<file path="src/rtl/fetch_pkg.sv">
// Shared types and constants for the dual-issue fetch stage.
package fetch_pkg;

  localparam int unsigned INSTR_W = 32;
  localparam int unsigned LINE_W  = 64;
  localparam logic [INSTR_W-1:0] NOP_INSTR = 32'h0000_0013;

  // One buffered instruction together with its byte PC.
  typedef struct packed {
    logic [31:0]        pc;
    logic [INSTR_W-1:0] instr;
  } fetch_entry_t;

endpackage

</file>
<file path="src/rtl/inst_queue2.sv">
// Dual-write, dual-read circular buffer of fetch entries.
// Writes and pops of 0..2 entries per cycle; the caller never exceeds capacity or occupancy.
module inst_queue2
  import fetch_pkg::*;
#(
  parameter int unsigned Depth = 8
) (
  input  logic                   clk_i,
  input  logic                   rst_i,
  input  logic                   flush_i,
  input  logic [1:0]             wr_cnt_i,
  input  fetch_entry_t           wr0_i,
  input  fetch_entry_t           wr1_i,
  input  logic [1:0]             pop_cnt_i,
  output fetch_entry_t           head0_o,
  output fetch_entry_t           head1_o,
  output logic [$clog2(Depth):0] count_o
);

  localparam int unsigned PtrW = $clog2(Depth);

  fetch_entry_t    mem_q [Depth];
  logic [PtrW-1:0] head_q, head_d;
  logic [PtrW-1:0] tail_q, tail_d;
  logic [PtrW:0]   count_q, count_d;

  // Pointer and occupancy update; flush empties the queue outright.
  always_comb begin
    head_d  = head_q + PtrW'(pop_cnt_i);
    tail_d  = tail_q + PtrW'(wr_cnt_i);
    count_d = count_q + (PtrW + 1)'(wr_cnt_i) - (PtrW + 1)'(pop_cnt_i);
    if (flush_i) begin
      head_d  = '0;
      tail_d  = '0;
      count_d = '0;
    end
  end

  // Pointer state.
  always_ff @(posedge clk_i) begin
    if (rst_i) begin
      head_q  <= '0;
      tail_q  <= '0;
      count_q <= '0;
    end else begin
      head_q  <= head_d;
      tail_q  <= tail_d;
      count_q <= count_d;
    end
  end

  // Entry storage; contents are only observed through valid slots, so no reset.
  always_ff @(posedge clk_i) begin
    if (!rst_i && !flush_i) begin
      if (wr_cnt_i != 2'd0) mem_q[tail_q] <= wr0_i;
      if (wr_cnt_i == 2'd2) mem_q[tail_q + PtrW'(1)] <= wr1_i;
    end
  end

  assign head0_o = mem_q[head_q];
  assign head1_o = mem_q[head_q + PtrW'(1)];
  assign count_o = count_q;

  // The fetch credit scheme must never let the queue overflow.
  overflow_a: assert property (@(posedge clk_i) disable iff (rst_i || flush_i)
                               count_d <= (PtrW + 1)'(Depth));

endmodule

</file>
<file path="src/rtl/fetch_buffer.sv">
// Dual-issue fetch stage: line address generation, one-cycle memory latency absorption,
// instruction queue and redirect flush.
// Optional same-cycle bypass of responses into an empty queue: define FETCH_BUF_BYPASS_EN.
module fetch_buffer
  import fetch_pkg::*;
#(
  parameter int unsigned DEPTH    = 8,
  parameter int unsigned ADDR_W   = 10,
  parameter logic [31:0] RESET_PC = 32'h0000_0000
) (
  input  logic                   clock_i,
  input  logic                   reset_i,
  output logic [ADDR_W-1:0]      addr_o,
  output logic                   req_o,
  input  logic                   mem_stall_i,
  input  logic [LINE_W-1:0]      data_i,
  input  logic                   redirect_i,
  input  logic [31:0]            redirect_pc_i,
  output logic [INSTR_W-1:0]     inst0_o,
  output logic [31:0]            inst0_pc_o,
  output logic                   inst0_valid_o,
  output logic [INSTR_W-1:0]     inst1_o,
  output logic [31:0]            inst1_pc_o,
  output logic                   inst1_valid_o,
  input  logic [1:0]             consume_i,
  output logic [$clog2(DEPTH):0] count_o
);

  localparam int unsigned CntW = $clog2(DEPTH) + 1;
  localparam logic [CntW:0] DepthL = (CntW + 1)'(DEPTH);

  logic [31:0]   fetch_pc_q, fetch_pc_d;
  logic [31:0]   line_pc_q, line_pc_d;
  logic          pending_q, pending_d;
  logic          drop_first_q, drop_first_d;

  logic [31:0]   line_base;
  logic [CntW:0] in_use;
  logic          accept;
  logic          resp_v;
  logic          bypass;
  logic [1:0]    resp_n, view_n, cons_req, consumed, wr_n, pop_n;
  fetch_entry_t  e_lo, e_hi, r0, r1, view0, view1, wr0, wr1;
  fetch_entry_t  q_head0, q_head1;
  logic [CntW-1:0] q_count;

  assign line_base = fetch_pc_q & 32'hFFFF_FFF8;
  assign addr_o    = fetch_pc_q[ADDR_W+2:3];

  // Credit counts queued entries plus two slots reserved for an outstanding line.
  assign in_use = {1'b0, q_count} + (pending_q ? (CntW + 1)'(2) : '0);
  assign req_o  = !reset_i && !redirect_i && ((in_use + (CntW + 1)'(2)) <= DepthL);
  assign accept = req_o && !mem_stall_i;

  // Response decode: line split into entries, lower one dropped after a PC[2]=1 target.
  always_comb begin
    e_lo.pc    = line_pc_q;
    e_lo.instr = data_i[31:0];
    e_hi.pc    = line_pc_q + 32'd4;
    e_hi.instr = data_i[63:32];
    resp_v     = pending_q && !redirect_i && !reset_i;
    r0         = drop_first_q ? e_hi : e_lo;
    r1         = e_hi;
    resp_n     = resp_v ? (drop_first_q ? 2'd1 : 2'd2) : 2'd0;
  end

`ifdef FETCH_BUF_BYPASS_EN
  assign bypass = resp_v && (q_count == '0);
`else
  assign bypass = 1'b0;
`endif

  // Decode view, consume clipping and queue write/pop selection.
  always_comb begin
    if (bypass) begin
      view_n = resp_n;
      view0  = r0;
      view1  = r1;
    end else begin
      view_n = (q_count >= CntW'(2)) ? 2'd2 : q_count[1:0];
      view0  = q_head0;
      view1  = q_head1;
    end
    if (reset_i) view_n = 2'd0;

    cons_req = (consume_i == 2'd3) ? 2'd2 : consume_i;
    consumed = (cons_req < view_n) ? cons_req : view_n;
    if (redirect_i || reset_i) consumed = 2'd0;

    wr0   = r0;
    wr1   = r1;
    wr_n  = resp_n;
    pop_n = consumed;
    if (bypass) begin
      // Bypassed entries never enter the queue unless decode leaves them behind.
      pop_n = 2'd0;
      wr_n  = resp_n - consumed;
      if (consumed == 2'd1) wr0 = r1;
    end
  end

  assign inst0_valid_o = (view_n != 2'd0);
  assign inst1_valid_o = (view_n == 2'd2);
  assign inst0_o       = inst0_valid_o ? view0.instr : NOP_INSTR;
  assign inst0_pc_o    = inst0_valid_o ? view0.pc : 32'd0;
  assign inst1_o       = inst1_valid_o ? view1.instr : NOP_INSTR;
  assign inst1_pc_o    = inst1_valid_o ? view1.pc : 32'd0;
  assign count_o       = q_count;

  // Fetch PC, outstanding-line and drop-first next state.
  always_comb begin
    fetch_pc_d   = fetch_pc_q;
    line_pc_d    = line_pc_q;
    pending_d    = 1'b0;
    drop_first_d = drop_first_q;
    if (redirect_i) begin
      fetch_pc_d   = redirect_pc_i;
      drop_first_d = redirect_pc_i[2];
    end else begin
      if (accept) begin
        line_pc_d  = line_base;
        fetch_pc_d = line_base + 32'd8;
        pending_d  = 1'b1;
      end
      if (resp_v) drop_first_d = 1'b0;
    end
  end

  // Fetch control state; reset behaves as a redirect to RESET_PC.
  always_ff @(posedge clock_i) begin
    if (reset_i) begin
      fetch_pc_q   <= RESET_PC;
      line_pc_q    <= '0;
      pending_q    <= 1'b0;
      drop_first_q <= RESET_PC[2];
    end else begin
      fetch_pc_q   <= fetch_pc_d;
      line_pc_q    <= line_pc_d;
      pending_q    <= pending_d;
      drop_first_q <= drop_first_d;
    end
  end

  inst_queue2 #(
    .Depth (DEPTH)
  ) u_queue (
    .clk_i     (clock_i),
    .rst_i     (reset_i),
    .flush_i   (redirect_i),
    .wr_cnt_i  (wr_n),
    .wr0_i     (wr0),
    .wr1_i     (wr1),
    .pop_cnt_i (pop_n),
    .head0_o   (q_head0),
    .head1_o   (q_head1),
    .count_o   (q_count)
  );

endmodule
</file>
<file path="config.mk">
export PLATFORM = sky130hd
export DESIGN_NAME = fetch_buffer
export DESIGN_NICKNAME = d
export VERILOG_FILES = /design/src/rtl/fetch_pkg.sv /design/src/rtl/inst_queue2.sv /design/src/rtl/fetch_buffer.sv
export SDC_FILE = /design/constraint.sdc
export NUM_CORES = 1
export LEC_CHECK = 0
export ABC_AREA = 0
export BUFFER_PORTS_ARGS = -buffer_cell sky130_fd_sc_hd__buf_2
export CELL_PAD_IN_SITES_DETAIL_PLACEMENT = 1
export CELL_PAD_IN_SITES_GLOBAL_PLACEMENT = 1
export CORE_MARGIN = 5
export CORE_UTILIZATION = 41
export CTS_CLUSTER_SIZE = 20
export DETAILED_ROUTE_END_ITERATION = 16
export PLACE_DENSITY = 0.69
export SLEW_MARGIN = 20
export SYNTH_ARGS = -nofsm -noshare
export SYNTH_HDL_FRONTEND = slang
export SYNTH_SLANG_ARGS = --single-unit
</file>
<file path="constraint.sdc">
create_clock -name clock_i -period 5.2 [get_ports clock_i]
set_input_delay 0.78 -clock clock_i [delete_from_list [all_inputs] [get_ports clock_i]]
set_output_delay 0.78 -clock clock_i [all_outputs]
set_load 0.005 [all_outputs]
</file>
==> flow_summary.ini, run 1 <==
[yosys]
syn_area_sq_um = 30800
synth_compound_area_frac = 0.0736
yosys.area.top_type = edfxtp_1
synthXorXnorAreaFrac = 0.00284
yosysMostFrequentCell = edfxtp_1
synth_top_family_by_area = multiplexers
ys_top_cells_by_count = edfxtp_1 (488), nand2_1 (485), o21ai_0 (261)
synth-simple-area-share = 0.138
synth_fa_ha_area_frac = 0.00829
synth_mux_area_frac = 0.213
ys_types = 57
synth.area.top_cells = edfxtp_1 (48%), mux4_2 (18%), nand2_1 (5.9%)
synth_area_per_cell_sq_um = 12.1
seq_area_frac_synth = 0.526
yosysWarnings = 0
synth-seq-cells = 566
synth_edf_count = 488
syn_inst = 2541
synth-main-ff-cell = edfxtp_1
yosysTopAreaCellShare = 0.476
async_flop_share = 0

[placed_design]
place_area_sq_um = 33000
port_buffers = 240
place_congestion = 0.804
place.detailed.hpwl_mm = 60.5

[clock_tree]
cts_num_sinks = 566
ctsResizeCount = 0
cts-root-buf = clkbuf_16
clk_path_buf_depth = 3
path_clk_slew_ns = 0.06
insertion_delay_ns = 0.60
cts_max_level = 3
cts_tree = done
holdBufCountCts = 0
post_cts_buffers = 0
cts_buffers = 66

[final_layout]
layout.nets = 2793
area_growth_pct = 13.8
multi_input_area_sq_um = 13600
regArea_sq_um = 16200
nFillCells = 7733
stdcell_area_sq_um = 35000
drive_gt1_frac = 0.251

[route]
drtPass1Iterations = 5
drt_iter0_markers = 1849
ant_nets = 0
wl_per_cell_um = 27.5
routed_via_density = 6.09
drc = 0
wl_mm = 102
vias = 22500

[min_path]
hold_path.class = in -> reg

[timing]
slew_violations = 0
clock.fmax_ghz = 0.245
period_needed_ns = 4.09
max_slew.worst_pin.slew_ns = 1.10
slew-limit-headroom = 0.258
finalHoldViolCount = 0
fin_crit_sh = 0.786
setup_viol = 0
skew_ns = 0.0285
rsz0062_at_grt = no
tns_ns = 0

[global_routing]
antenna_found_initial = 5
gr-usage-all-layers = 0.247
grt_pass1_wl_mm = 153
grt_max_degree = 139
grt_pass1_vias = 24300
grt.overflow.total = 0

[floorplanning]
die-area_sq_um = 80700
die_h_um = 284
ios = 247
row_count = 100
core_sq_um = 74400
initial_utilization = 0.414
die_x_um = 284

[worst_setup_path]
critPathLaunchType = flip-flop
cp_data_arrival_time_ns = 3.31
worstPathMaxFanout = 48
cpMaxStageDelayCell = ha_4
cp.required_ns = 4.42
crit_type = reg -> out
path_delay_family = adder cells
critPathMaxStageDelay_ns = 0.93
worst_setup_path_end_kind = output port
crit_chain = ha_4, buf_4, mux4_2, nand2_1, a21oi_1, buf_2
crit_buf_inv = 2

[pwr]
ir_drop_mv = 0.246
power.total_mw = 10.0
power_density_nw_per_um2 = 286
power_leakage_nw = 11.7

[flow_run]
maxCapViolCount = 0

[status]
status = completed
metrics by stage:
stage                     hold WS [ns]  std cells  utilization  setup slack [ns]
final                            0.422       3694        0.471              1.11
after global routing             0.422       3693        0.471             0.901
after CTS                        0.398       3689        0.471              1.00
after detailed placement         0.492       3574        0.443              1.04
after global placement           0.479       3574        0.443              1.12
after floorplan                  0.435       2544            -              1.04
report_power, final:
| part | switching [mW] | internal, mW |
|---|---|---|
| registers | 0.0404 | 4.90 |
| clock network | 1.90 | 2.65 |
| logic | 0.348 | 0.191 |
| total | 2.29 | 7.73 |
worst paths after layout:
path	startpoint	end	slack, ns	cells after the start
worst max-delay path	u_queue.head_q[0]	inst1_pc_o[10]	1.11	6
worst min-delay path	redirect_pc_i[8]	fetch_pc_q[8]	0.42	3
worst max register to register	u_queue.count_o[3]	u_queue.count_o[3]	1.66	15
worst min register to register	fetch_pc_q[14]	line_pc_q[14]	0.50	2
registers in the layout (all words and copies together), names as in the netlist:
name and flops:
fetch_pc_q 29, pending_q 1, u_queue.mem_q 496, u_queue.head_q 3
drop_first_q 1, line_pc_q 29, u_queue.tail_q 3, u_queue.count_o 4
cells in the final DEF, fill, tap and decap left out, drive strengths merged, types with 4 or more instances in the layout:
cell type,synthesis,final
nand2b,5,5
buf,94,303
ha,14,14
clkbuf,148,84
xor2,6,6
or2,7,7
and2,237,237
nand4,8,8
a21oi,113,113
nand3,27,27
a22oi,5,5
bufinv,0,4
nand2,485,485
dfxtp,78,78
xnor2,4,4
o311ai,10,10
clkinv,0,21
nor2,83,83
edfxtp,488,488
fa,4,4
mux4,248,248
diode,0,5
and3,6,6
o211ai,5,5
o31ai,4,4
conb,1,4
or3,8,8
o21ai,262,262
nor4,6,6
a32oi,5,5
inv,31,34
or4,8,8
nor3,9,9
a31oi,13,13
mux2i,95,95
final cells by class:
| cell class | instances | share of cell area |
|---|---|---|
| Antenna cell | 5 | 0.000357 |
| Clock buffer | 84 | 0.0514 |
| Clock inverter | 31 | 0.00743 |
| Inverter | 31 | 0.00332 |
| Multi-Input combinational cell | 1705 | 0.389 |
| Sequential cell | 566 | 0.463 |
| Tap cell | 969 | 0.0346 |
| Timing Repair Buffer | 303 | 0.0506 |
tightest hold or removal path, stage by stage:
cell and delay (ns):
buf_2 0.09, nand2_1 0.05, a21oi_1 0.05
metal layers:
layer  share of wire  GRT usage
met2            0.50      0.424
met1            0.39      0.320
met3           0.081     0.0472
met4           0.027     0.0750
met5               0          0
cells by family (layout without fill, tap and decap cells):
family          after synthesis  count (layout)
simple gates                902             902
flops                       566             566
compound gates              425             425
mux                         346             346
buf+inv                     273             449
fa+ha+maj                    18              18
xor+xnor                     10              10
other cells                   1               9
(Power assumes the default switching activity.)
==> inputs of run 2 (changes only) <==
--- a/config.mk
+++ b/config.mk
@@ -5,7 +5,7 @@
 export SDC_FILE = /design/constraint.sdc
 export NUM_CORES = 1
 export LEC_CHECK = 0
-export ABC_AREA = 0
+export ABC_AREA = 1
 export BUFFER_PORTS_ARGS = -buffer_cell sky130_fd_sc_hd__buf_2
 export CELL_PAD_IN_SITES_DETAIL_PLACEMENT = 1
 export CELL_PAD_IN_SITES_GLOBAL_PLACEMENT = 1
@@ -13,7 +13,7 @@
 export CORE_UTILIZATION = 41
 export CTS_CLUSTER_SIZE = 20
 export DETAILED_ROUTE_END_ITERATION = 16
-export PLACE_DENSITY = 0.69
+export PLACE_DENSITY = 0.77
 export SLEW_MARGIN = 20
 export SYNTH_ARGS = -nofsm -noshare
 export SYNTH_HDL_FRONTEND = slang
==> constraint.sdc (replaced) <==
create_clock -name clock_i -period 3.4 [get_ports clock_i]
set_input_delay 0.51 -clock clock_i [delete_from_list [all_inputs] [get_ports clock_i]]
set_output_delay 0.51 -clock clock_i [all_outputs]
set_load 0.005 [all_outputs]
==> run 2 against run 1 <==
- the run now ends with negative setup slack left
- sequential share of layout area down 2.5 points
- cell count is 43% higher
- non-clock buffer count up 55
- total power grew 57%
- wire length increased by 22%
- area after synthesis increased by 5.1%
- via count up 36%
- first-iteration DRC count up 52%
- clock-buffer cell count increased by 1
- cell area grew 5.7%
- sequential power grew 53%
- largest cell class unchanged
- highest routed layer is now met5
==> flow_summary.ini, run 2 <==
[status]
status = complete, but fails checks
violations = negative setup slack

[yosys]
yosysTopAreaCellShare = 0.453
async_flop_share = 0
yosysWarnings = 0
synth.area.top_cells = edfxtp_1 (45%), o21ai_0 (9.0%), nand2_1 (8.4%)
synth-main-ff-cell = edfxtp_1
synth_area_per_cell_sq_um = 7.93
synth_edf_count = 488
syn_area_sq_um = 32400
yosysMostFrequentCell = nand2_1
yosys.area.top_type = edfxtp_1
syn_inst = 4082
ys_top_cells_by_count = nand2_1 (727), nor2_1 (649), o21ai_0 (580)
seq_area_frac_synth = 0.501
synth-seq-cells = 566
ys_types = 45

[worst_setup_path]
reg2reg_from = u_queue.count_o[2]
startpoint = u_queue.head_q[0]
crit_chain = inv_8, buf_4, a21oi_1, o21ai_0, a21oi_1, a211oi_1, buf_2
cp.required_ns = 2.89
worstPathMaxFanout = 101
path_delay_family = buffers and inverters
crit_buf_inv = 3
worst_setup_path_end_kind = output port
crit_type = reg -> out
critPathMaxStageDelay_ns = 0.49
cpMostUsedCell = a21oi_1
critPathLaunchType = flip-flop
cp_data_arrival_time_ns = 3.00
cpMaxStageDelayCell = inv_8

[clock_tree]
insertion_delay_ns = 0.61
cts_buffers = 66
holdBufCountCts = 0
cts_tree = done
cts_max_level = 3
clk_path_buf_depth = 3
cts_num_sinks = 566
cts-root-buf = clkbuf_16
path_clk_slew_ns = 0.06

[placed_design]
dp_slack_ns = 0.354
place_congestion = 0.852
place_area_sq_um = 34700
place.detailed.hpwl_mm = 74.8
port_buffers = 240

[floorplanning]
core_sq_um = 78600
die_x_um = 291
die-area_sq_um = 84700
ios = 247
die_h_um = 291
row_count = 103
initial_utilization = 0.412

[pwr]
power.total_mw = 15.7
power_density_nw_per_um2 = 424
power_leakage_nw = 13.8
ir_drop_mv = 0.273

[timing]
slew-limit-headroom = 0.157
clock.fmax_ghz = 0.285
setup_slack_ns = -0.112
setup_viol = 11
skew_ns = 0.0299
rsz0062_at_grt = yes
fin_crit_sh = 1.03
max_slew.worst_pin.slew_ns = 1.26
period_needed_ns = 3.51
slew_violations = 0
hold_ws_ns = 0.201
finalHoldViolCount = 0

[flow_run]
maxCapViolCount = 0

[final_layout]
drive_gt1_frac = 0.130
layout.nets = 4287
stdcell_area_sq_um = 37000
area_growth_pct = 14.4
largest-register = u_queue.mem_q
top_regs = u_queue.mem_q x496, fetch_pc_q x29, line_pc_q x29
final_cell_mix = nand2_1 (727), nor2_1 (640), o21ai_0 (579), edfxtp_1 (488), a21oi_1 (448)
largest_register_ffs = 496
final_common_cell = nand2_1

[route]
wl_per_cell_um = 23.5
drc = 0
drt_iter0_markers = 2809
routed_via_density = 5.80
wl_mm = 124
ant_nets = 0
drtPass1Iterations = 5
vias = 30600

[global_routing]
grt.overflow.total = 0
grt_max_degree = 237
grt_pass1_vias = 30900
antenna_found_initial = 11
grt_pass1_wl_mm = 185
gr-usage-all-layers = 0.281

[min_path]
hp-start = redirect_pc_i[3]
hold_path.class = in -> reg
## run 2: kinds of logic (layout without fill, tap and decap cells)
logic type               count (synthesis)  after routing  share of synthesized area
AO/OA/AOI/OAI                         1271           1271                      0.209
buffers and inverters                  637            769                     0.0834
other                                    1              8                   0.000116
AND/OR/NAND/NOR                       1575           1575                      0.194
flip-flops                             566            566                      0.501
XOR/XNOR                                14             14                    0.00437
adder cells (fa/ha/maj)                 18             18                    0.00788
## run 2: path summary, 6_finish.rpt
path                           to  slack, ns  cells after the start
max                inst1_pc_o[26]      -0.11                      7
min reg2reg  u_queue.mem_q[4][34]       0.49                      2
max reg2reg    u_queue.count_o[2]       0.34                     15
min                 fetch_pc_q[3]       0.20                      3
## run 2: worst reg2reg max path, cell delays in order, from the launching register on
cell and delay [ns]:
dfxtp_1 0.37, inv_1 0.08, ha_1 0.27, a21oi_4 0.19, clkinv_2 0.13, ha_1 0.30, o21ai_0 0.26, nand2_1 0.15
nor2_1 0.21, inv_1 0.09, nand2_1 0.07, ha_1 0.14, inv_1 0.07, fa_1 0.43, xor2_1 0.17, nor2_1 0.05
## run 2: timing repair
action / 4_1_cts / 5_1_grt
buffers inserted: 0 / 0
endpoints found under the setup margin: 44 / 66
resized for setup: 11 / 41
pin swaps: 0 / 0
gates cloned: 0 / 0
## run 2: metal layers
metal,global-route usage,part of all wire,vias up
li1,-,-,14100
met1,0.362,0.41,15000
met3,0.0453,0.080,282
met2,0.476,0.47,1236
met4,0.112,0.037,8
met5,0,0.00046,-
## run 2: layout make-up
class,count,area [sq um]
fill,9545,41600
sequential,566,16200
multi-input combinational,2882,13800
timing repair buffer,358,2520
clock buffer,85,1840
tap,1050,1310
inverter,293,1150
clock inverter,33,219
antenna,4,10.0
## run 2: stage by stage
stage | util | cells | TNS, ns
final | 0.471 | 5271 | -0.458
after global routing | 0.471 | 5268 | -1.99
after CTS | 0.468 | 5267 | -0.466
after detailed placement | 0.442 | 5149 | 0
after global placement | 0.442 | 5149 | 0
after floorplan | - | 4085 | 0
## run 2: where the power goes
| part | internal [mW] | switching [mW] | leakage (nW) |
|---|---|---|---|
| Combinational | 0.377 | 0.824 | 8.03 |
| Clock | 3.97 | 2.95 | 1.01 |
| Sequential | 7.51 | 0.0675 | 4.80 |
| Total | 11.9 | 3.85 | 13.8 |
==> inputs of run 3 (changes only) <==
--- a/config.mk
+++ b/config.mk
@@ -9,6 +9,7 @@
 export BUFFER_PORTS_ARGS = -buffer_cell sky130_fd_sc_hd__buf_2
 export CELL_PAD_IN_SITES_DETAIL_PLACEMENT = 1
 export CELL_PAD_IN_SITES_GLOBAL_PLACEMENT = 1
+export CORE_ASPECT_RATIO = 1.2
 export CORE_MARGIN = 5
 export CORE_UTILIZATION = 41
 export CTS_CLUSTER_SIZE = 20
==> run 3 against run 2 <==
- combinational power is essentially flat
- the flow still finishes with violations (negative setup slack)
- highest routed layer unchanged
- clock skew grew 0.010 ns
- wire length grew 2.9%
- cell area shrank 0.37%
==> flow_summary.ini, run 3 (synthesis gave the netlist of run 2 again) <==
[worst_setup_path]
critPathMaxStageDelay_ns = 0.59
path_delay_family = buffers and inverters
crit_buf_inv = 4
crit_type = reg -> out
cpMaxStageDelayCell = a211oi_1
critPathLaunchType = flip-flop
worstPathMaxFanout = 39
worst_setup_path_end_kind = output port
cp_data_arrival_time_ns = 2.94
crit_chain = inv_1, ha_1, a21oi_4, clkinv_2, buf_4, a211oi_1, buf_2
cp.required_ns = 2.89

[clock_tree]
cts_buffers = 60
cts-root-buf = clkbuf_16
cts_tree = done
insertion_delay_ns = 0.66
holdBufCountCts = 0
clk_path_buf_depth = 3
path_clk_slew_ns = 0.07
cts_max_level = 2
cts_num_sinks = 566

[timing]
max_slew.worst_pin.slew_ns = 1.10
clock.fmax_ghz = 0.290
slew-limit-headroom = 0.267
setup_slack_ns = -0.0539
fin_crit_sh = 1.02
period_needed_ns = 3.45
setup_viol = 4
skew_ns = 0.0400
rsz0062_at_grt = yes
finalHoldViolCount = 0
slew_violations = 0

[final_layout]
final_cell_mix = nand2_1 (727), nor2_1 (641), o21ai_0 (580), edfxtp_1 (488), a21oi_1 (447)
largest-register = u_queue.mem_q
largest_register_ffs = 496
top_regs = u_queue.mem_q x496, fetch_pc_q x29, line_pc_q x29
drive_gt1_frac = 0.127
final_common_cell = nand2_1
stdcell_area_sq_um = 36900
area_growth_pct = 13.9
layout.nets = 4270

[pwr]
power_leakage_nw = 13.7
ir_drop_mv = 0.417
internal_power_mw = 11.5
power_switching_mw = 3.77
combPwrFrac = 0.079
pwr-share-seq = 0.498
swShare = 0.247
power_density_nw_per_um2 = 413
clockPowerShare = 0.423

[global_routing]
grt_pass1_vias = 30900
grt.overflow.total = 0
antenna_found_initial = 5
grt_pass1_wl_mm = 185
gr-usage-all-layers = 0.282
grt_max_degree = 215

[route]
drtPass1Iterations = 5
ant_nets = 0
drc = 0
routed_via_density = 5.91
wl_mm = 127
vias = 31000
wl_per_cell_um = 24.3
drt_iter0_markers = 2976

[floorplanning]
ios = 247
row_count = 113
die_x_um = 267
die-area_sq_um = 84700
die_h_um = 318
initial_utilization = 0.411
core_sq_um = 78800

[placed_design]
place.detailed.hpwl_mm = 74.4
place_congestion = 0.877
place_area_sq_um = 34600
port_buffers = 240
dp_slack_ns = 0.257

[min_path]
hold_path.class = in -> reg

[status]
status = complete, but fails checks
violations = negative setup slack

[flow_run]
maxCapViolCount = 0
[run 3: cell types whose count changed in the layout (fill, tap and decap cells not counted), sizes merged]
cell	previous run	this run
bufinv	2	4
buf	358	344
diode	4	3
clkinvlp	3	1
clkbuf	85	81
[run 3: worst paths after layout]
| kind | start | to | slack, ns | cells after the start |
|---|---|---|---|---|
| setup / recovery | u_queue.count_o[2] | inst1_pc_o[19] | -0.05 | 7 |
| hold / removal | redirect_pc_i[3] | fetch_pc_q[3] | 0.14 | 3 |
| setup reg to reg | u_queue.count_o[2] | u_queue.count_o[2] | 0.34 | 15 |
| hold reg to reg | u_queue.mem_q[4][34] | u_queue.mem_q[4][34] | 0.48 | 2 |
[run 3: layout make-up]
cell class	instances	area (sq um)
Multi-Input combinational cell	2882	13900
Sequential cell	566	16200
Tap cell	1035	1290
Inverter	293	1160
Antenna cell	3	7.51
Timing Repair Buffer	346	2450
Fill cell	9497	41900
Clock inverter	32	243
Clock buffer	79	1620
Timing Repair inverter	1	8.76
[run 3: worst register-to-register path, stage by stage, from the launching register on]
cell and delay [ns]:
dfxtp_1 0.37, inv_1 0.07, ha_1 0.26, a21oi_4 0.21, clkinv_2 0.13, ha_1 0.30
o21ai_0 0.24, nand2_1 0.15, nor2_1 0.20, inv_1 0.09, nand2_1 0.07, ha_1 0.15
inv_1 0.07, fa_1 0.44, xor2_1 0.16, nor2_1 0.05
[run 3: timing repair]
action,CTS,global route
gates resized for setup,39,24
setup buffers,2,2
cloned,0,3
pin swaps,2,1
setup endpoints to repair,73,60
[run 3: routing by layer]
metal / vias to the layer above / part of all wire / track usage
met1: 15400 / 0.41 / 0.371
met4: 2 / 0.039 / 0.109
li1: 14000 / - / -
met5: - / 0.000055 / 0
met2: 1243 / 0.48 / 0.476
met3: 272 / 0.075 / 0.0344
[run 3: power groups by stage]
| stage | clock, mW | sequential, mW | combinational [mW] |
|---|---|---|---|
| final | 6.44 | 7.58 | 1.20 |
| after floorplan | 0 | 7.70 | 0.642 |
| after detailed placement | 0 | 7.73 | 1.14 |
| after global placement | 0 | 7.73 | 1.12 |
| after CTS | 6.51 | 7.58 | 1.18 |
| after global routing | 6.80 | 7.59 | 1.30 |
[run 3: stage by stage]
step	hold WS, ns	TNS [ns]	power (mW)	instances	util
2_1_floorplan	0.445	0	8.34	4085	-
3_3_place_gp	0.459	0	8.85	5116	0.439
3_5_place_dp	0.471	0	8.87	5116	0.439
4_1_cts	0.112	-0.521	15.3	5229	0.466
5_1_grt	0.170	-0.484	15.7	5237	0.468
6_report	0.140	-0.146	15.2	5237	0.468
